[src/rtl/pwm_compare.sv]
// PWM comparator: compares a shared free-running counter against a duty
// threshold, with a one-deep duty holding register that is applied only at
// period boundaries, and a small IDLE/ARMED/RUN/DRAIN run-control FSM.
module pwm_compare #(
  parameter int unsigned N = 7
) (
  input  logic         clock,
  input  logic         clear,
  input  logic [0:N]   count,
  input  logic         enable,
  input  logic [0:N]   duty_in,
  input  logic         duty_valid,
  output logic         duty_ready,
  output logic         pwm,
  output logic         period_done,
  output logic [7:0]   period_cnt,
  output logic [1:0]   state
);

  typedef enum logic [1:0] {
    IDLE  = 2'b00,
    ARMED = 2'b01,
    RUN   = 2'b10,
    DRAIN = 2'b11
  } state_t;

  state_t     st;
  state_t     st_next;
  logic [0:N] prev_count;
  logic [0:N] pend_duty;
  logic [0:N] active_duty;
  logic [0:N] eff_duty;
  logic       pending;
  logic       boundary;
  logic       apply;
  logic       accept;
  logic       running;
  logic       running_next;

  // Boundary detection, duty handshake qualifiers and effective threshold
  always_comb begin
    boundary     = (count == '0) && (prev_count != '0);
    apply        = boundary && pending;
    accept       = duty_valid && !pending;
    eff_duty     = apply ? pend_duty : active_duty;
    running      = (st == RUN) || (st == DRAIN);
    running_next = (st_next == RUN) || (st_next == DRAIN);
  end

  // Run-control next state; dropping enable wins over a coincident boundary
  always_comb begin
    st_next = st;
    unique case (st)
      IDLE:    if (enable) st_next = ARMED;
      ARMED: begin
        if (!enable)       st_next = IDLE;
        else if (boundary) st_next = RUN;
      end
      RUN:     if (!enable) st_next = DRAIN;
      DRAIN: begin
        if (enable)        st_next = RUN;
        else if (boundary) st_next = IDLE;
      end
      default: st_next = IDLE;
    endcase
  end

  // State register and counter history
  always_ff @(posedge clock or posedge clear) begin
    if (clear) begin
      st         <= IDLE;
      prev_count <= '1;
    end else begin
      st         <= st_next;
      prev_count <= count;
    end
  end

  // Duty holding register: accept when empty, promote to active at a boundary
  always_ff @(posedge clock or posedge clear) begin
    if (clear) begin
      pend_duty   <= '0;
      active_duty <= '0;
      pending     <= 1'b0;
    end else if (apply) begin
      active_duty <= pend_duty;
      pending     <= 1'b0;
    end else if (accept) begin
      pend_duty   <= duty_in;
      pending     <= 1'b1;
    end
  end

  // Registered waveform and period bookkeeping
  always_ff @(posedge clock or posedge clear) begin
    if (clear) begin
      pwm         <= 1'b0;
      period_done <= 1'b0;
      period_cnt  <= '0;
    end else begin
      pwm         <= running_next && (count < eff_duty);
      period_done <= boundary && running;
      if (boundary && running) period_cnt <= period_cnt + 8'd1;
    end
  end

  assign duty_ready = ~pending;
  assign state      = st;

endmodule

[config.mk]
export PLATFORM = sky130hd
export DESIGN_NAME = pwm_compare
export DESIGN_NICKNAME = d
export VERILOG_FILES = /design/src/rtl/pwm_compare.sv
export SDC_FILE = /design/constraint.sdc
export NUM_CORES = 1
export LEC_CHECK = 0
export ABC_AREA = 1
export CELL_PAD_IN_SITES_DETAIL_PLACEMENT = 0
export CELL_PAD_IN_SITES_GLOBAL_PLACEMENT = 2
export CORE_UTILIZATION = 33
export CTS_BUF_LIST = sky130_fd_sc_hd__clkbuf_8
export DETAILED_ROUTE_END_ITERATION = 7
export GPL_TIMING_DRIVEN = 1
export PLACE_DENSITY = 0.84
export SYNTH_ARGS = -nofsm -noshare
export SYNTH_HDL_FRONTEND = slang
export SYNTH_SLANG_ARGS = --single-unit
[constraint.sdc]
create_clock -name clock -period 2.7 [get_ports clock]
set_input_delay 0.54 -clock clock [delete_from_list [all_inputs] [get_ports clock]]
set_output_delay 0.54 -clock clock [all_outputs]
set_load 0.03 [all_outputs]
==> results.cfg <==
[run_status]
outcome = finished, final reports clean

[setup_path]
rr_startpoint = prev_count[0]
r2r_cells = 10
crit_fanout = 10
critPathCaptureType = register
cp.arrival_ns = 2.67
cp-start-kind = input pin
r2r_slack_ns = 0.49
r2r_end = pwm
critPathKind = input pin to register
crit_required_ns = 2.91

[synth]
ys_seq_area_frac = 0.571
synth-edff-count = 0
syn_inst = 161
avgSynthCellArea_um2 = 10.2
synth.largest_area_cell = dfrtp_1
synth-xor-area-share = 0.0428
syn_area_um2 = 1640
synth_adder_area_share = 0.0611
synth_top_family_by_area = simple AND/OR/NAND/NOR gates
ys_warn_count = 0
ys_types = 23
synthMuxAreaShare = 0.0344
yosysMostFrequentCell = inv_1
synthesis.nets = 189
synth_common_cells = inv_1, dfrtp_1, nand2_1
synthArstFlopShare = 1.00
post_synth_and_or_nand_nor_area_fraction = 0.160
yosys.area.top_type_share = 0.443
synth-compound-area-share = 0.0565
ys_seq_elements = 37
synth_flop_cell = dfrtp_1
netlist_top_cells_area = dfrtp_1, dfstp_2, inv_1

[pwr]
comb_power_share = 0.144
seqPwrFrac = 0.511
vdd_drop_max_mv = 0.299
p_sw_uw = 302
power_leakage_uw = 0.00112
report.power.total_uw = 1220
switching_share = 0.247
p_per_area_nw_per_um2 = 557
p_int_uw = 921
pwr-share-clk = 0.345

[placement]
numPortBuffers = 32
gp_congestion = 0.780
place_hpwl_um = 2330

[sta]
worstMarginPinSlew_ns = 0.476
min_period_over_period = 0.910
fin_skew_ns = 0.00789
rsz0062_at_grt = no
report.final.slew_viol_count = 0
relSlewSlack = 0.683
finalHoldViolations = 0
final-setup-viol-count = 0
max_freq_mhz = 407
finalCriticalPeriod_ns = 2.46

[die]
die_y_um = 72.5
dieWidth_um = 72.5
boundaryPins = 33
start_util = 0.344
die_area_um2 = 5250
rows = 25
core_area_um2 = 4750

[min_path]
hold_class = register to register
holdPathStages = 1
hp-start = period_cnt[7]
worstHoldEndpoint = period_cnt[7]

[flow_run]
maxCapViolCount = 0

[route]
dr.pass1.iters = 2
vias = 1168
wl_per_cell_um = 11.1
viasPerCell = 4.26
drc = 0
routed_wirelength_um = 3050
ant_nets = 0
drt_iter0_drc = 14

[final_layout]
final_util = 0.462
antenna_cells = 0
syn2layout_area_growth_pct = 34.0
final_layout_size_suffix_gt1_frac = 0.179
nNetsFinal = 234

[clock_network]
cts-root-buf = clkbuf_8
clock_path_buffers = 2
cts-hold-fix-buffers = 0
clock_latency_ns = 0.29
ctsHtreeMaxLevel = 2
cts.sinks = 37
cts_resized = 0
tritoncts = done
cts-buffers-inserted = 5
cts_setup_buffers = 0
clk_pin_slew_ns = 0.08

[grt]
grt_pass1_vias = 1091
overflow = 0
grt_max_degree = 38
grt_first_pass_wirelength_um = 5160
grt_usage = 0.135
antenna_found_initial = 0
==> area by class of cell <==
| type | count | area, µm² |
|---|---|---|
| well taps | 67 | 83.8 |
| flip-flops and latches | 37 | 936 |
| multi-input cells | 92 | 581 |
| fillers | 468 | 2560 |
| inverters | 30 | 113 |
| clock buffers | 7 | 96.3 |
| clock inverters | 1 | 5.00 |
| repair buffers | 40 | 380 |
==> layout by cell type (no fill, tap or decap) <==
master and instances:
buf_4 8, o211ai_1 1, mux2_2 5, nand3_1 3, dfrtp_1 29, nor2_1 15
clkinv_2 1, xor2_1 6, dfstp_2 8, ha_1 8, nand4_1 2, a21oi_1 9
nor2_4 2, or2_2 1, inv_1 30, nor3_4 1, clkdlybuf4s50_1 32, clkbuf_8 7
nand2_2 2, and2_1 2, nand3_2 1, xnor2_1 2, nand2_4 1, o21ai_0 8
nand2_1 23
==> registers in the layout, summed over array words and instances, names as in the netlist <==
signal / count
period_done: 1
state: 2
pending: 1
prev_count: 8
active_duty: 8
pwm: 1
pend_duty: 8
period_cnt: 8
==> layer usage <==
layer / track usage / share of wire / vias to the layer above
li1: - / - / 591
met1: 0.164 / 0.47 / 542
met2: 0.215 / 0.46 / 28
met3: 0.0542 / 0.049 / 7
met4: 0.0523 / 0.015 / 0
met5: 0 / 0 / -
==> power groups by stage <==
| stage | Sequential [µW] | Clock (µW) | Combinational, µW |
|---|---|---|---|
| CTS | 625 | 438 | 179 |
| floorplan | 646 | 0 | 84.3 |
| global route | 631 | 466 | 202 |
| finish | 625 | 422 | 176 |
| global placement | 634 | 0 | 175 |
| detailed placement | 636 | 0 | 178 |
==> cell families after synthesis <==
| group | count (synthesis) |
|---|---|
| adder cells (fa/ha/maj) | 8 |
| AND/OR/NAND/NOR | 53 |
| buffers and inverters | 32 |
| AO/OA/AOI/OAI | 18 |
| flip-flops | 37 |
| multiplexers | 5 |
| XOR/XNOR | 8 |
==> stage by stage <==
step           TNS (ns)  hold WS (ns)  setup slack (ns)  area [µm²]  cells
5_1_grt               0         0.494            0.0132        2190    274
2_1_floorplan         0         0.471             0.609        1640    161
3_3_place_gp    -0.0463         0.458           -0.0463        2090    266
4_1_cts               0         0.479             0.231        2190    274
3_5_place_dp    -0.0652         0.467           -0.0652        2090    266
6_report              0         0.469             0.244        2190    274
==> how the worst max path moves through the flow <==
| stage | startpoint | end | slack, ns | cells after the start |
|---|---|---|---|---|
| finish | count[6] | pwm | 0.24 | 11 |
| global route | count[0] | pwm | 0.01 | 11 |
| CTS | count[6] | pwm | 0.23 | 13 |
| detailed placement | count[6] | pwm | -0.07 | 11 |
| global placement | count[6] | pwm | -0.05 | 13 |
| floorplan | count[0] | pwm | 0.61 | 13 |
==> worst max-delay path: stages <==
cell and delay [ns]:
clkdlybuf4s50_1 0.48, nor2_1 0.13, nand2_1 0.09, nor2_4 0.11
nand3_1 0.13, inv_1 0.24, o21ai_0 0.17, ha_1 0.32
a21oi_1 0.20, o211ai_1 0.12, a21oi_1 0.12
No activity file was read; power rests on OpenSTA's default activity.
